==> src/rtl/imm_gen_pkg.sv <==
// Shared types for the ID-stage immediate generator: format codes reported alongside each
// decoded immediate, and a helper for the shift-amount width.
package imm_gen_pkg;

  typedef enum logic [2:0] {
    FMT_NONE = 3'd0,
    FMT_I    = 3'd1,
    FMT_ISH  = 3'd2,
    FMT_S    = 3'd3,
    FMT_B    = 3'd4,
    FMT_U    = 3'd5,
    FMT_J    = 3'd6,
    FMT_CSR  = 3'd7
  } fmt_t;

  // RV64 widens the shift amount to 6 bits; RV32 keeps 5.
  function automatic int shamt_width(input int xlen);
    return (xlen == 64) ? 6 : 5;
  endfunction

endpackage

==> src/rtl/imm_decode_comb.sv <==
// Purely combinational RV32I/RV64I immediate decoder: maps one instruction word to its
// sign/zero-extended immediate and format code at XLEN bits.
module imm_decode_comb
  import imm_gen_pkg::*;
#(
  parameter int XLEN       = 32,
  parameter bit ENABLE_CSR = 1'b0
) (
  input  logic [31:0]     inst,
  output logic [XLEN-1:0] imm,
  output fmt_t            fmt
);

  localparam int SHAMT_W = shamt_width(XLEN);

  localparam logic [6:0] OPC_LOAD   = 7'b0000011;
  localparam logic [6:0] OPC_OP_IMM = 7'b0010011;
  localparam logic [6:0] OPC_AUIPC  = 7'b0010111;
  localparam logic [6:0] OPC_STORE  = 7'b0100011;
  localparam logic [6:0] OPC_LUI    = 7'b0110111;
  localparam logic [6:0] OPC_BRANCH = 7'b1100011;
  localparam logic [6:0] OPC_JALR   = 7'b1100111;
  localparam logic [6:0] OPC_JAL    = 7'b1101111;
  localparam logic [6:0] OPC_SYSTEM = 7'b1110011;

  logic [6:0] opcode;
  logic [2:0] funct3;

  assign opcode = inst[6:0];
  assign funct3 = inst[14:12];

  always_comb begin
    // NOTE: defaults first so every path assigns imm/fmt and no latch is inferred.
    imm = '0;
    fmt = FMT_NONE;
    case (opcode)
      OPC_OP_IMM: begin
        if (funct3 == 3'b001 || funct3 == 3'b101) begin
          fmt = FMT_ISH;
          imm = XLEN'(inst[20 +: SHAMT_W]);
        end else begin
          fmt = FMT_I;
          imm = XLEN'($signed(inst[31:20]));
        end
      end
      OPC_LOAD, OPC_JALR: begin
        fmt = FMT_I;
        imm = XLEN'($signed(inst[31:20]));
      end
      OPC_STORE: begin
        fmt = FMT_S;
        imm = XLEN'($signed({inst[31:25], inst[11:7]}));
      end
      OPC_BRANCH: begin
        fmt = FMT_B;
        imm = XLEN'($signed({inst[31], inst[7], inst[30:25], inst[11:8], 1'b0}));
      end
      OPC_LUI, OPC_AUIPC: begin
        fmt = FMT_U;
        imm = XLEN'($signed({inst[31:12], 12'b0}));
      end
      OPC_JAL: begin
        fmt = FMT_J;
        imm = XLEN'($signed({inst[31], inst[19:12], inst[20], inst[30:21], 1'b0}));
      end
      OPC_SYSTEM: begin
        // CSR address in [11:0], 5-bit zimm in [16:12]; ECALL/EBREAK carry no immediate.
        if (ENABLE_CSR && funct3 != 3'b000) begin
          fmt = FMT_CSR;
          imm = XLEN'({inst[19:15], inst[31:20]});
        end
      end
      default: ;
    endcase
  end

endmodule

==> src/rtl/imm_decode_buffer.sv <==
// Buffered immediate generator: decodes on the input side, then stores results in a
// 2-entry in-order skid buffer so IF/ID and ID/EX stalls are decoupled.
module imm_decode_buffer
  import imm_gen_pkg::*;
#(
  parameter int XLEN       = 32,
  parameter int TAG_W      = 32,
  parameter bit ENABLE_CSR = 1'b0
) (
  input  logic             clk,
  input  logic             reset,
  input  logic             flush,
  input  logic             in_valid,
  output logic             in_ready,
  input  logic [31:0]      in_inst,
  input  logic [TAG_W-1:0] in_tag,
  output logic             out_valid,
  input  logic             out_ready,
  output logic [XLEN-1:0]  out_imm,
  output fmt_t             out_fmt,
  output logic [TAG_W-1:0] out_tag
);

  typedef struct packed {
    logic [XLEN-1:0]  imm;
    fmt_t             fmt;
    logic [TAG_W-1:0] tag;
  } entry_t;

  entry_t          mem [2];
  logic            wr_ptr;
  logic            rd_ptr;
  logic [1:0]      count;
  logic [XLEN-1:0] dec_imm;
  fmt_t            dec_fmt;
  logic            push;
  logic            pop;

  imm_decode_comb #(
    .XLEN       (XLEN),
    .ENABLE_CSR (ENABLE_CSR)
  ) u_decode (
    .inst (in_inst),
    .imm  (dec_imm),
    .fmt  (dec_fmt)
  );

  // in_ready depends only on registered state, never on out_ready.
  assign in_ready  = (count != 2'd2);
  assign out_valid = (count != 2'd0);
  assign push      = in_valid & in_ready;
  assign pop       = out_valid & out_ready;

  assign out_imm = mem[rd_ptr].imm;
  assign out_fmt = mem[rd_ptr].fmt;
  assign out_tag = mem[rd_ptr].tag;

  always_ff @(posedge clk or negedge reset) begin
    if (!reset) begin
      count  <= 2'd0;
      wr_ptr <= 1'b0;
      rd_ptr <= 1'b0;
      // NOTE: the two entries are reset because out_* read the head slot directly and must
      // show zero/FMT_NONE out of reset; a larger array would gate the outputs instead.
      for (int i = 0; i < 2; i++) begin
        mem[i] <= '{imm: '0, fmt: FMT_NONE, tag: '0};
      end
    end else if (flush) begin
      count  <= 2'd0;
      wr_ptr <= 1'b0;
      rd_ptr <= 1'b0;
    end else begin
      // NOTE: non-blocking updates so every register samples pre-edge values.
      if (push) begin
        mem[wr_ptr] <= '{imm: dec_imm, fmt: dec_fmt, tag: in_tag};
        wr_ptr      <= ~wr_ptr;
      end
      if (pop) begin
        rd_ptr <= ~rd_ptr;
      end
      case ({push, pop})
        2'b10:   count <= count + 2'd1;
        2'b01:   count <= count - 2'd1;
        default: ;
      endcase
    end
  end

endmodule
==> config.mk <==
export PLATFORM = sky130hd
export DESIGN_NAME = imm_decode_buffer
export DESIGN_NICKNAME = d
export VERILOG_FILES = /design/src/rtl/imm_gen_pkg.sv /design/src/rtl/imm_decode_comb.sv /design/src/rtl/imm_decode_buffer.sv
export SDC_FILE = /design/constraint.sdc
export NUM_CORES = 1
export LEC_CHECK = 0
export ABC_AREA = 1
export CORE_ASPECT_RATIO = 1.75
export CORE_UTILIZATION = 52
export DETAILED_ROUTE_END_ITERATION = 6
export GPL_TIMING_DRIVEN = 0
export PLACE_DENSITY = 0.8
export REMOVE_ABC_BUFFERS = 1
export SLEW_MARGIN = 10
export SYNTH_ARGS = -nofsm -noshare
export SYNTH_HDL_FRONTEND = slang
export SYNTH_SLANG_ARGS = --single-unit
==> constraint.sdc <==
create_clock -name clk -period 1.74 [get_ports clk]
set_input_delay 0.174 -clock clk [delete_from_list [all_inputs] [get_ports clk]]
set_output_delay 0.174 -clock clk [all_outputs]
set_load 0.005 [all_outputs]
==> run metrics, run 1 <==
crit path capture type=primary output; DR DRC count=0; Hold Crit Class=in -> async; VDD IR max=about 840 µV; Detailed Route WL=25400 µm; vias in the first global route=about 7300; Die Ht=around 160 µm; Max Cap Viol=0; synth-to-layout area growth=42.8%; Fillers=993; Via density=around 5.5; gr usage total=approximately 35%; setup TNS=-5.25 ns; row count=56; Sink Count=around 140; Worst path most repeated cell=buf_6; critical path arrival=around 1.8 ns; initial antenna violation count=1; clock tree root buffer cell=clkbuf_16; worst-path cell chain=buf_12 > buf_16 > inv_16 > buf_8 > buf_6 > nand2_4 > nand2_2 > buf_6; CTS tree=built; Worst Max-Slew Pin Slew=approximately 0.63 ns; first-pass GRT wire length=approximately 38000 µm; Finished Layout Cells=1365; Yosys warning total=0; status=finished, violations left; P per Cell Area=1300 nW/µm²; f_max=about 520 MHz; Post-DP HPWL=between 10000 and 15000 µm; crit path kind=reg -> out; share of cells above drive strength 1=between 20% and 30%; Final min period=1.93 ns; CTS Buf Count=17; Static Leak=~5.7 nW; Post-Place Cells=roughly 1300; worst relative slew slack=between 50% and 60%; first-pass iteration count of the detailed router=6; Final setup viols=62; Die Wd=roughly 90 µm; Worst setup SP type=flop; Clock transition at path regs=about 0.06 ns; Overflow after GRT=0; Top Ports=around 140; initial DRC count=656; CP max stage delay=roughly 0.5 ns; fin area=around 10000 µm²; largest net degree at the start of global routing=88; sequential fraction of the synthesis area=between 40% and 50%; RSZ-0062 raised after global routing=yes; clock buffer depth=2; Starting Density=between 50% and 60%; Worst Path Required=about 1.6 ns; Final Power=between 10 and 15 mW; delay-heaviest family, CP=buffers and inverters; Buf/Inv on CP=6; Mapped Area=~7100 µm²; Vias=roughly 7500; crit path max fanout=7; area of the die=between 10000 and 15000 µm²; Layout Nets=approximately 1200; violated checks=negative setup slack; post-route antenna net violation count=0; PnR worst setup slack=-0.186 ns; PortBufs=around 140; endpoints failing hold=0; Mapped Avg Cell Area=between 7 and 8 µm²; period utilization=111%; Core ar.=around 13000 µm²; Slew Viols, Final=0; Slowest-stage cell, CP=dfrtp_4; #FFs+latches synth=around 140; Placement Cell Area=between 8000 and 9000 µm²; Routed WL per cell=18.6 µm; final clock skew=around 0.0066 ns; Clock Latency Late Sink=0.42 ns; Post-Syn Instances=1003; Distinct cells, synth=25; routability cong.=around 0.85; htree depth=4
-- cells in the final DEF, fill, tap and decap left out, types with 2 or more instances in the layout --
cell type	count
inv_6	4
clkinv_4	2
nand2_2	49
nand2_4	14
clkdlybuf4s15_1	8
nor2_2	5
inv_1	54
o21ai_0	55
buf_4	28
bufbuf_16	3
nand3_4	3
inv_16	4
o21bai_1	12
nand4_1	8
nor2_4	6
buf_6	26
clkbuf_2	19
nand3_2	4
buf_8	4
clkdlybuf4s50_1	68
inv_2	4
a21oi_1	12
nand3b_1	4
nor2_1	24
clkinvlp_4	6
bufinv_16	3
buf_12	9
buf_2	26
clkbuf_16	17
dfrtp_1	136
o21ai_1	12
buf_16	7
nand2_1	473
o21ai_2	2
nand3_1	65
-- state kept, by name, indices dropped and copies added, names as in the netlist --
register	cells
count	2
mem	134
rd_ptr	1
wr_ptr	1
-- Yosys cell counts --
cell type / instances / area [µm²]
nand3b_1: 4 / 30.0
nor2_2: 5 / 31.3
and2_1: 1 / 6.26
o21bai_1: 12 / 90.1
dfrtp_1: 138 / 3450
o21ai_1: 11 / 55.1
a21oi_1: 12 / 60.1
buf_6: 2 / 22.5
clkbuf_1: 22 / 82.6
nand2_2: 7 / 43.8
buf_4: 6 / 45.0
nor2_1: 25 / 93.8
buf_2: 24 / 120
inv_2: 6 / 22.5
nor2_4: 2 / 22.5
inv_1: 56 / 210
nand3_2: 3 / 30.0
or2_2: 1 / 6.26
nand2_1: 529 / 1990
o21ai_0: 58 / 290
nand3_1: 65 / 325
xor2_1: 1 / 8.76
o21a_1: 1 / 7.51
nand4_1: 8 / 50.1
buf_1: 4 / 15.0
-- kinds of logic (layout without fill, tap and decap cells) --
kind of cell           count (synthesis)  after routing  share of synthesized area (%)
AO/OA/AOI/OAI                         94             94                           7.08
XOR/XNOR                               1              1                          0.123
buffers and inverters                120            300                           7.29
flip-flops                           138            138                           48.6
other                                  0              1                              0
AND/OR/NAND/NOR                      650            657                           36.9
-- timing repair --
action / CTS / global route
pin swaps: 12 / 20
hold endpoints to repair: 51 / 0
endpoints found under the setup margin: 174 / 148
hold buffers: 1 / 0
buffers inserted: 36 / 20
gates resized for setup: 288 / 89
gates cloned: 18 / 2
-- per-layer routing --
metal | GRT usage [%] | share of wire, %
met1 | 41.9 | 37
met2 | 60.3 | 50
met3 | 6.80 | 7.8
met4 | 20.5 | 5.8
met5 | 0 | 0.047
-- per-stage QoR --
step                      hold WS [ns]  setup slack (ns)  utilization, %
after CTS                        0.285            -0.206            73.7
after floorplan                 -0.122             -1.06               -
final                            0.269            -0.186            75.8
after global routing             0.320            -0.215            75.8
after global placement           0.461             -4.97            62.9
after detailed placement         0.160             -1.15            63.6
-- worst paths after layout --
check / depth (start not counted) / to / slack [ns] / startpoint
worst max-delay path: 8 / out_imm[19] / -0.19 / rd_ptr
worst min-delay path: 2 / mem[23] / 0.27 / reset
worst max register to register: 7 / mem[102] / 0.03 / wr_ptr
worst min register to register: 2 / mem[36] / 0.48 / mem[36]
max in group asynchronous: 3 / rd_ptr / 0.65 / reset
min in group clk: 3 / mem[85] / 0.31 / in_tag[18]
-- worst reg2reg max path, delay by kind of cell, from the launching register on --
kind / cells / cell delay (ns)
AO/OA/AOI/OAI: 1 / 0.08
AND/OR/NAND/NOR: 2 / 0.24
buffers and inverters: 4 / 0.69
flip-flops: 1 / 0.57
-- final cells by class --
type | count | area [µm²] | share of cell area [%]
tap | 174 | 218 | 2.14
inverter | 62 | 265 | 2.61
clock inverter | 13 | 169 | 1.66
antenna | 1 | 2.50 | 0.0247
sequential | 138 | 3460 | 34.1
timing repair buffer | 201 | 2050 | 20.2
multi-input combinational | 752 | 3460 | 34.1
clock buffer | 18 | 429 | 4.23
timing repair inverter | 6 | 100 | 0.986
-- where the power goes --
part	total (mW)	internal [mW]	leakage, nW	switching, mW
logic	4.87	2.27	3.58	2.60
clock network	3.72	2.26	0.279	1.46
registers	4.56	4.03	1.82	0.534
total	13.1	8.55	5.67	4.60
No activity file was read; power rests on OpenSTA's default activity.
==> inputs of run 2 (changes only) <==
SYNTH_HIERARCHICAL = 1   (was not set)
==> run 2 against run 1 <==
  * The run still ends with negative setup slack left
  * Clock-buffer cell count rose by 1
  * Power rose by 1.7%
  * Fmax rose by 0.28%
  * Sequential cell count did not move
  * Hold slack improved by 0.057 ns
  * First-iteration DRC count fell by 17%
  * Synthesized cell count fell by 0.80%
  * Final cell count fell by 0.59%
  * Critical endpoint is now out_tag[2]
  * Highest routed layer is now met4
==> run metrics, run 2 <==
Finished Layout Cells=1357 (-0.59%); Max Cap Viol=0 (unchanged); Comb power frac=36.1% (-0.9 points); CTS Buf Count=17 (unchanged); #FFs+latches synth=138 (unchanged); Die Ht=157 µm (+0.30%); Post-synth EDFFs=0 (unchanged); initial DRC count=544 (-17%); Sink Count=138 (unchanged); Final min period=1.92 ns (-0.00536 ns); Post-synth top cells=nand2_1 (430), dfrtp_1 (138), inv_1 (91), o21ai_1 (84), o21ai_0 (58); RSZ-0062 raised after global routing=yes; synth-to-layout area growth=44.6%; Vias=7303 (-3.2%); area of the multi-input gates=3390 µm² (-2.0%); Post-Syn Instances=995 (-0.80%); share of cells above drive strength 1=22.7% (+1.4 points); htree depth=4 (unchanged); Placement Cell Area=8460 µm² (-0.63%); status=finished, violations left; area leader, netlist=dfrtp_1; sequential fraction of the synthesis area=48.3% (-0.30 points); gr usage total=30.8% (-4.7 points); Net Sw Frac=33.6% (-1.3 points); Slew Viols, Final=0 (unchanged); # diodes=0 (-1); PnR worst setup slack=-0.181 ns (+0.00536 ns); Synth top area share=48.3% (-0.30 points); Largest Register=mem; async set-reset flop share out of synthesis=100% (unchanged); Layout Nets=1239 (-0.64%); Starting Density=53.4% (+0.33 points); Worst Path Required=1.57 ns (about the same); clock tree root buffer cell=clkbuf_16; PortBufs=137 (unchanged); Mapped Avg Cell Area=7.19 µm² (+1.4%); Reg area=3460 µm² (about the same); critical path arrival=1.75 ns (about the same); DR DRC count=0 (unchanged); top post-synthesis cells by area=dfrtp_1 (48%), nand2_1 (23%), o21ai_1 (5.9%); final clock skew=0.00894 ns (+0.00238 ns); Worst Max-Slew Pin Slew=0.508 ns (-0.126 ns); Post-DP HPWL=10500 µm (-6.4%); most common cell in the netlist=nand2_1; Fillers=925 (-6.8%); top flop regs=mem (134), count (2); max reg flops=134 (unchanged); Flop pwr share=35.1% (+0.4 points); Static Leak=5.53 nW (-2.5%); worst-path cell chain=buf_12 > buf_16 > buf_12 > buf_12 > nand2_4 > nand2_4 > buf_6; fin area=10300 µm² (+1.9%); vias in the first global route=6751 (-7.4%); Worst path most repeated cell=buf_12; first-pass GRT wire length=34000 µm (-11%); worst hold slack=0.325 ns (+0.0566 ns); Post-Place Cells=1251 (-0.64%); Hold Crit Class=in -> reg; delay-heaviest family, CP=buffers and inverters; largest net degree at the start of global routing=88 (unchanged); Slowest-stage cell, CP=dfrtp_4; crit path kind=reg -> out; setup TNS=-3.29 ns (+1.96 ns); initial antenna violation count=0 (-1); Core ar.=13400 µm² (unchanged); crit path capture type=primary output; leading cell types in the layout, fill and taps excluded=nand2_1 (352), dfrtp_1 (137), inv_1 (90); Worst setup SP type=flop; most common cell after layout, fill and taps aside=nand2_1; Top Ports=138 (unchanged); f_max=521 MHz (+0.28%); CP max stage delay=0.55 ns (+0.05 ns); Yosys warning total=6 (+6); P per Cell Area=1290 nW/µm² (-0.15%); Distinct cells, synth=22 (-12%); worst relative slew slack=66.1% (+8.4 points); Via density=5.38 (-2.6%); ys flop type=dfrtp_1; Overflow after GRT=0 (unchanged); Clock Latency Late Sink=0.41 ns (about the same); Layout Utilization=77.3% (+1.4 points); period utilization=110% (-0.31 points); Final Power=13.4 mW (+1.7%); routability cong.=0.857 (+0.91%); area of the die=14200 µm² (+0.60%); Mapped Area=7150 µm² (+0.62%); post-route antenna net violation count=0 (unchanged); Buf/Inv on CP=5 (-1); clock buffer depth=2 (unchanged); first-pass iteration count of the detailed router=5 (-1); Routed WL per cell=16.8 µm (-9.6%); Final setup viols=49 (-21%); endpoints failing hold=0 (unchanged); dpl ws=-1.07 ns (+0.0747 ns); Clock Power Share=28.8% (+0.5 points); Detailed Route WL=22800 µm (-10%); row count=56 (unchanged); Clock transition at path regs=0.06 ns (about the same); cell-internal power=8.87 mW (+3.8%); CTS tree=built; Die Wd=90.7 µm (+0.30%); Switch Pwr=4.50 mW (-2.1%); crit path max fanout=5 (-2); VDD IR max=728 µV (-13%); violated checks=negative setup slack
[run 2: layout make-up]
type	count	share of cell area [%]
Clock buffer	19	4.19
Timing Repair Buffer	204	21.1
Clock inverter	13	1.84
Sequential cell	138	33.4
Timing Repair inverter	4	0.883
Inverter	96	3.67
Multi-Input combinational cell	709	32.8
Tap cell	174	2.11
[run 2: kinds of logic (layout without fill, tap and decap cells)]
kind of cell,after synthesis,count (layout),share of synthesized area (%)
buffers and inverters,154,336,10.1
DFF,138,138,48.3
AOI/OAI and AO/OA,151,151,10.6
and+or+nand+nor,552,558,31.0
[run 2: worst reg2reg max path, cell delays in order (launching register included)]
cell and delay, ns:
dfrtp_1 0.44, inv_2 0.09, nand2_4 0.09, nand2_4 0.08, inv_4 0.17, nand3_4 0.13, buf_12 0.16, bufbuf_16 0.30
o21ai_1 0.21
[run 2: final timing paths]
path                       slack, ns  startpoint         end  cells past startpoint
min                             0.33  in_tag[18]     mem[18]                      3
max in group asynchronous       0.57       reset     mem[41]                      3
min in group asynchronous       0.34       reset     mem[36]                      2
max                            -0.18      rd_ptr  out_tag[2]                      7
max reg2reg                        0    count[0]     mem[58]                      8
min reg2reg                     0.49    mem[105]    mem[105]                      2
[run 2: power by group through the flow]
stage,Combinational [mW],Clock (mW),Sequential [mW]
3_3_place_gp,3.10,0,4.69
5_1_grt,5.21,4.03,4.80
2_1_floorplan,1.58,0,4.56
3_5_place_dp,3.18,0,4.73
6_report,4.83,3.85,4.69
4_1_cts,4.30,3.86,4.59
[run 2: timing repair]
item                                   in CTS  in global routing
gates resized for setup                   237                164
pin swaps                                  18                 29
endpoints found under the hold margin      51                  0
gates cloned                               14                  1
hold buffers                                1                  0
setup endpoints to repair                 186                133
buffers inserted                           38                 25
[run 2: routing by layer]
layer  wire, µm  up-vias  global-route usage [%]
met5          0        -                       0
met4       1070        0                    13.4
met3       1140       82                    3.38
met2      12000      303                    56.5
met1       8650     3450                    36.1
li1           -     3468                       -
